==> src/rtl/sgmii_rate_decimator.sv <==
// sgmii_rate_decimator: collapses each SGMII 10/100 replication period into one qualified byte.
// States: ST_IDLE = waiting for active input, k free-runs | ST_RUN = inside a frame, k tracks the period.
module sgmii_rate_decimator (
    input  logic       i_GClk,
    input  logic       i_ARst_L,
    input  logic [1:0] i2_Speed,
    input  logic       i_RxEN,
    input  logic       i_RxER,
    input  logic [7:0] i8_RxD,
    output logic       o_Valid,
    output logic       o_RxEN,
    output logic       o_RxER,
    output logic [7:0] o8_RxD,
    output logic       o_Sop,
    output logic       o_Eop,
    output logic       o_RepErr,
    output logic       o_SamplingClk
);

    typedef enum logic {ST_IDLE, ST_RUN} state_t;

    state_t     st_q, st_d;
    logic [6:0] k_q, k_d;
    logic [6:0] nlat_q, nlat_d;
    logic [9:0] hold_q, hold_d;
    logic       err_q, err_d;
    logic       first_q, first_d;

    logic       valid_q, valid_d;
    logic       rxen_q, rxen_d;
    logic       rxer_q, rxer_d;
    logic [7:0] rxd_q, rxd_d;
    logic       sop_q, sop_d;
    logic       eop_q, eop_d;
    logic       rep_q, rep_d;

    logic       active;
    logic [9:0] rx_w;
    logic [6:0] n_spd;
    logic [6:0] k_inc;
    logic       mm;

    assign active = i_RxEN | i_RxER;
    assign rx_w   = {i_RxEN, i_RxER, i8_RxD};
    assign n_spd  = (i2_Speed == 2'b00) ? 7'd100 :
                    (i2_Speed == 2'b01) ? 7'd10  : 7'd1;
    // The >= guard keeps k in range if Nlat shrinks while idling.
    assign k_inc  = (k_q >= nlat_q - 7'd1) ? 7'd0 : k_q + 7'd1;
    assign mm     = (rx_w != hold_q);

    always_comb begin
        st_d    = st_q;
        k_d     = k_inc;
        nlat_d  = nlat_q;
        hold_d  = hold_q;
        err_d   = err_q;
        first_d = first_q;
        valid_d = 1'b0;
        rxen_d  = 1'b0;
        rxer_d  = 1'b0;
        rxd_d   = 8'h00;
        sop_d   = 1'b0;
        eop_d   = 1'b0;
        rep_d   = 1'b0;

        case (st_q)
            ST_IDLE: begin
                nlat_d = n_spd;
                if (active) begin
                    hold_d = rx_w;
                    err_d  = 1'b0;
                    st_d   = ST_RUN;
                    if (n_spd == 7'd1) begin
                        k_d     = 7'd0;
                        first_d = 1'b0;
                        valid_d = 1'b1;
                        rxd_d   = i8_RxD;
                        rxen_d  = i_RxEN;
                        rxer_d  = i_RxER;
                        sop_d   = 1'b1;
                    end else begin
                        k_d     = 7'd1;
                        first_d = 1'b1;
                    end
                end
            end
            ST_RUN: begin
                if (!active) begin
                    // k == 0 is a clean end; anywhere else the period was truncated.
                    st_d  = ST_IDLE;
                    eop_d = 1'b1;
                    rep_d = (k_q != 7'd0);
                end else if (k_q == 7'd0) begin
                    hold_d = rx_w;
                    err_d  = 1'b0;
                    if (nlat_q == 7'd1) begin
                        valid_d = 1'b1;
                        rxd_d   = i8_RxD;
                        rxen_d  = i_RxEN;
                        rxer_d  = i_RxER;
                        sop_d   = first_q;
                        first_d = 1'b0;
                    end
                end else begin
                    err_d = err_q | mm;
                    if (k_q == nlat_q - 7'd1) begin
                        valid_d = 1'b1;
                        rxd_d   = hold_q[7:0];
                        rxen_d  = hold_q[9];
                        rxer_d  = hold_q[8] | err_q | mm;
                        rep_d   = err_q | mm;
                        sop_d   = first_q;
                        first_d = 1'b0;
                    end
                end
            end
            default: st_d = ST_IDLE;
        endcase
    end

    always_ff @(posedge i_GClk or negedge i_ARst_L) begin
        if (!i_ARst_L) begin
            st_q    <= ST_IDLE;
            k_q     <= 7'd0;
            nlat_q  <= 7'd1;
            hold_q  <= 10'd0;
            err_q   <= 1'b0;
            first_q <= 1'b0;
            valid_q <= 1'b0;
            rxen_q  <= 1'b0;
            rxer_q  <= 1'b0;
            rxd_q   <= 8'h00;
            sop_q   <= 1'b0;
            eop_q   <= 1'b0;
            rep_q   <= 1'b0;
        end else begin
            st_q    <= st_d;
            k_q     <= k_d;
            nlat_q  <= nlat_d;
            hold_q  <= hold_d;
            err_q   <= err_d;
            first_q <= first_d;
            valid_q <= valid_d;
            rxen_q  <= rxen_d;
            rxer_q  <= rxer_d;
            rxd_q   <= rxd_d;
            sop_q   <= sop_d;
            eop_q   <= eop_d;
            rep_q   <= rep_d;
        end
    end

    assign o_Valid       = valid_q;
    assign o_RxEN        = rxen_q;
    assign o_RxER        = rxer_q;
    assign o8_RxD        = rxd_q;
    assign o_Sop         = sop_q;
    assign o_Eop         = eop_q;
    assign o_RepErr      = rep_q;
    assign o_SamplingClk = (k_q == 7'd0);

endmodule
==> config.mk <==
export PLATFORM = sky130hd
export DESIGN_NAME = sgmii_rate_decimator
export DESIGN_NICKNAME = d
export VERILOG_FILES = /design/src/rtl/sgmii_rate_decimator.sv
export SDC_FILE = /design/constraint.sdc
export NUM_CORES = 1
export LEC_CHECK = 0
export ABC_CLOCK_PERIOD_IN_PS = 3450
export BUFFER_PORTS_ARGS = -buffer_cell sky130_fd_sc_hd__buf_2
export CORE_ASPECT_RATIO = 1.25
export CORE_MARGIN = 8
export CORE_UTILIZATION = 40
export CTS_BUF_LIST = sky130_fd_sc_hd__clkbuf_4
export CTS_CLUSTER_DIAMETER = 100
export DETAILED_ROUTE_END_ITERATION = 10
export PLACE_DENSITY_LB_ADDON = 0.05
export SYNTH_ARGS = -nofsm -noshare
export SYNTH_HDL_FRONTEND = slang
export SYNTH_SLANG_ARGS = --single-unit
==> constraint.sdc <==
create_clock -name i_GClk -period 3.45 [get_ports i_GClk]
set_clock_uncertainty 0.05 [all_clocks]
set_input_delay 0.345 -clock i_GClk [delete_from_list [all_inputs] [get_ports i_GClk]]
set_output_delay 0.345 -clock i_GClk [all_outputs]
set_load 0.05 [all_outputs]
### After elaboration in Yosys (flattened, before gate mapping)

Cells that the tools add are included.

| storage, ports and cells | value |
|---|---|
| register bits after elaboration | 41 |

| operators by class | value |
|---|---|
| add/subtract/negate cells | 2 |
| equal/unequal tests | 10 |
| bitwise operators | 5 |
| reduce and logical (&&, ||, !) cells | 6 |
| magnitude comparators | 1 |
| muxes and demuxes | 61 |

Operator list:

| kind | count |
|---|---|
| 8-bit 2-to-1 mux | 6 |
| 1-bit 2-to-1 mux | 39 |
| 10-bit 2-to-1 mux | 3 |
| 7-bit 2-to-1 mux | 4 |
| 10-bit case mux with 2 select lines | 1 |
| 8-bit case mux with 2 select lines | 1 |
| 7-bit by 1-bit equality test with 1-bit output (second input constant) | 2 |
| 1-bit case mux with 2 select lines | 6 |
| 10-bit != test | 1 |
| 7-bit by 1-bit adder with 7-bit output (second input constant) | 1 |
| 7-bit equality test | 1 |
| 7-bit greater-or-equal comparator | 1 |
| 7-bit zero test | 1 |
| 7-bit nonzero test | 1 |
| 7-bit by 1-bit subtractor with 7-bit output (second input constant) | 1 |
| 3-bit by 2-bit != test with 1-bit output (second input constant) | 2 |
| 4-bit 2-to-1 mux | 1 |
| 2-bit != test (second input constant) | 2 |
| 1-bit OR | 4 |
| 4-bit AND reduction | 1 |
| 3-bit AND reduction | 1 |
| 2-bit by 1-bit equality test with 1-bit output (second input constant) | 1 |
| 2-bit zero test | 1 |
| 2-bit by 1-bit != test with 1-bit output (second input constant) | 1 |
| other kinds (2) | 2 |

### Longest topological paths before layout

| logic depth | value |
|---|---|
| depth in word-level cells | 7 |
| depth in mapped cells | 9 |
| mapped depth without buffers | 9 |

### Least setup slack after synthesis

Ideal clock, no wire load.

| path | value |
|---|---|
| kind | reg2reg |
| start | reg nlat_q[0] |
| end | reg rxd_q[4], in the netlist o8_RxD[4] |
| slack | 1.086 ns |
| cell stages (with the launch flop) | 10 |
| data required time | 3.334 ns |
| path buffers | 0 |
| data arrival time | 2.248 ns |
| period minus slack after synthesis | 2.364 ns |
| setup time | 0.066 ns |
| cells stage by stage | dfstp_2 > inv_1 > ha_1 > xnor2_1 > ha_1 > nand4_1 > nor2_1 > a21boi_1 > nor3_1 > a22o_1 |

| between the ends | value |
|---|---|
| cells in the longest elaborated chain, start to end | 6 |
| elaborated cells between the ends (all ways) | 8 |

RTL lines:

| item | RTL line | source |
|---|---|---|
| start, declared | 24 | `logic [6:0] nlat_q, nlat_d;` |
| start signal, assigned | 139 | `nlat_q <= nlat_d;` |
| 7-bit by 1-bit subtractor with 7-bit output | 106 | `if (k_q == nlat_q - 7'd1) begin` |
| 7-bit equality test | 106 |  |
| 8-bit 2-to-1 mux | 106 |  |
| 8-bit 2-to-1 mux (*) | 93 | `end else if (k_q == 7'd0) begin` |
| 8-bit 2-to-1 mux (*) | 88 | `if (!active) begin` |
| 8-bit case mux with 2 select lines (*) | 66 | `case (st_q)` |
| net rxd_d[4] | 32 | `logic [7:0] rxd_q, rxd_d;` |
| end signal, assigned | 146 | `rxd_q <= rxd_d;` |
| end, declared | 32 |  |

Mark *: on every way through the listed nets, which the timed path passes. The rest lies on a longest branch.
A chain may end at the register's enable or synchronous reset.

### Worst setup path in the final report

Same ends and word-level chain as after synthesis.

==> impl_metrics.py <==
metrics = {
    "synthesis": {
        "yosys_register_bits": 37,
        "yosys.cell_count.top_type": "dfrtp_1",
        "yosys_warnings": 0,
        "ys_top_cells_by_area": "dfrtp_1, ha_1, xor2_1",
        "synthArstFlopShare_pct": 100,
        "synth_cells": 186,
        "synth_ff_type": "dfrtp_1",
        "netlist.area_leader.share_pct": 47.0,
        "synth_common_cells": "dfrtp_1, nor2_1, nand2_1",
        "avgSynthCellArea_um2": 10.3,
        "synth_edf_count": 0,
        "syn-num-nets": 211,
        "yosys.cell_types.count": 40,
        "syn_area_um2": 1920,
        "ys_seq_area_share_pct": 48.3,
        "yosys.area.top_type": "dfrtp_1",
    },
    "worst_setup_path": {
        "required_ps": 3630,
        "criticalPathCategory": "reg -> reg",
        "cp_max_fo": 10,
        "cp.arrival_ps": 2660,
        "end_kind": "register",
        "crit_path_start_kind": "register",
    },
    "layout": {
        "nets": 243,
        "seq_area_um2": 927,
        "fin_area_um2": 2180,
        "nFillCells": 488,
        "finalNonFillerCells": 279,
        "area_growth_pct": 13.5,
        "multiInputGateArea_um2": 937,
        "n_antenna_cell": 0,
        "drive_above_1_share_pct": 23.3,
        "utilization_pct": 46.4,
    },
    "placement": {
        "dp_hpwl_um": 3290,
        "dp_slack_ps": 976,
        "dpl_cell_area_um2": 2120,
        "gp_congestion": 0.822,
        "numPlacedInstances": 271,
        "io_buffers": 28,
    },
    "route": {
        "routed_via_density": 5.21,
        "vias": 1454,
        "drc": 0,
        "antenna_left": 0,
        "drt-initial-drc-count": 58,
        "wirelength_um": 4370,
        "firstDrtPassIters": 6,
        "wire_per_inst_um": 15.7,
    },
    "timing": {
        "rsz0062_at_grt": "false",
        "setup_tns_ps": 0,
        "min_period_ps": 2480,
        "finalSetupViolations": 0,
        "max_freq_mhz": 403,
        "worst_pin_slew_ps": 839,
        "slew_headroom_pct": 44.1,
        "whs_ps": 51.7,
        "finalHoldViolations": 0,
        "finalCritPeriodShare_pct": 71.9,
        "slew_violations": 0,
        "setup_slack_ps": 970,
    },
    "clock_network": {
        "root_buffer": "clkbuf_4",
        "clock_path_buffers": 2,
        "clkSlewWorstSetupHoldPaths_ps": 110,
        "insertion_delay_ps": 330,
        "h-tree-depth": 2,
        "cts_resized": 0,
        "cts_buffers": 5,
        "postCtsSetupBuffers": 0,
        "hold_buffers": 0,
        "cts_tree": "built",
        "clkSinkCount": 37,
    },
    "power": {
        "powerDensity_nw_per_um2": 689,
        "power_mw": 1.50,
        "vdd_ir_drop_max_uv": 274,
        "power.leakage_nw": 1.06,
    },
    "floorplan": {
        "die-area_um2": 7280,
        "coreArea_um2": 4690,
        "io_pins": 29,
        "die_x_um": 77.9,
        "row_count": 28,
        "dieHeight_um": 93.4,
        "initial_utilization_pct": 40.9,
    },
    "outcome": {
        "status": "finished clean",
    },
    "global_route": {
        "overflow": 0,
        "grt_pass1_wl_um": 7400,
        "grtUsageTotal_pct": 12.6,
        "grt_max_degree": 38,
        "grt_pass1_vias": 1569,
        "grt_antenna_before_repair": 0,
    },
    "min_path": {
        "hp-class": "in -> async",
    },
    "flow_run": {
        "drv_cap": 0,
    },
}
-- area by class of cell --
cell class	instances	area share, %
Sequential cell	37	42.6
Timing Repair Buffer	29	6.78
Inverter	8	1.38
Tap cell	60	3.45
Multi-Input combinational cell	137	43.0
Clock buffer	8	2.76
-- cell usage in the layout, fill, tap and decap left out, drive strengths merged --
cell,synthesis,final
a22o,3,3
a21bo,1,1
a21o,2,2
dfstp,1,1
a32o,1,1
and3,1,1
a21boi,1,1
a211oi,2,2
nand2,19,19
mux2,8,8
nor3,1,1
ha,11,11
nand2b,1,1
o21ai,6,6
nor2,21,21
nor4b,1,1
xor2,12,12
a211o,1,1
xnor2,4,4
nor2b,1,1
nor4,3,3
a21oi,13,13
a32oi,1,1
nand4,2,2
nand3,14,14
buf,3,29
o31ai,1,1
a31oi,1,1
clkbuf,1,8
dfrtp,36,36
o22ai,1,1
o21a,2,2
and2,2,2
inv,8,8
-- critical path, stage by stage, from the launching register on --
cell and delay [ps]:
dfstp_2 570, inv_1 70, ha_1 250, a21oi_1 180
ha_1 260, nand3_1 110, nor2_1 50, buf_4 170
a21boi_1 280, nor3_1 120, a22o_1 260
-- layer usage --
layer | wire length [um] | vias to the layer above | track usage (%)
met1 | 1800 | 717 | 12.9
met5 | 0 | - | 0
met2 | 2370 | 20 | 23.7
met3 | 117 | 7 | 2.88
met4 | 82 | 0 | 5.26
li1 | - | 710 | -
-- final timing paths --
kind                       cells after the start  slack (ps)                     to             startpoint
max                                           10         970    o8_RxD[4]$_DFF_PN0_  nlat_q[0]$_DFFE_PN1N_
min                                            1          50       k_q[3]$_DFF_PN0_               i_ARst_L
min reg2reg                                    2         490      err_q$_DFFE_PN0P_      err_q$_DFFE_PN0P_
max in group asynchronous                      1        2780    o8_RxD[0]$_DFF_PN0_               i_ARst_L
max reg2reg                                   10         970    o8_RxD[4]$_DFF_PN0_  nlat_q[0]$_DFFE_PN1N_
min in group i_GClk                            2         140  nlat_q[5]$_DFFE_PN0N_            i2_Speed[0]
-- cell families after synthesis --
kind of cell	share of synthesized area (%)
and+or+nand+nor	17.6
DFF	48.3
AOI/OAI and AO/OA	12.1
xor gates and xnor gates	7.31
buffers and inverters	2.80
adders and majority gates	7.18
muxes	4.70
-- sequential cells by signal, summed over array words and instances (netlist names) --
name / count
o8_RxD: 8
o_Valid: 1
o_RepErr: 1
first_q: 1
st_q: 1
o_Sop: 1
err_q: 1
o_RxEN: 1
k_q: 7
o_RxER: 1
hold_q: 10
nlat_q: 3
o_Eop: 1
-- power breakdown --
part / switching (mW) / internal [mW]
sequential: 0.108 / 0.549
clock: 0.135 / 0.105
combinational: 0.361 / 0.240
total: 0.605 / 0.894
(Power assumes the default switching activity.)
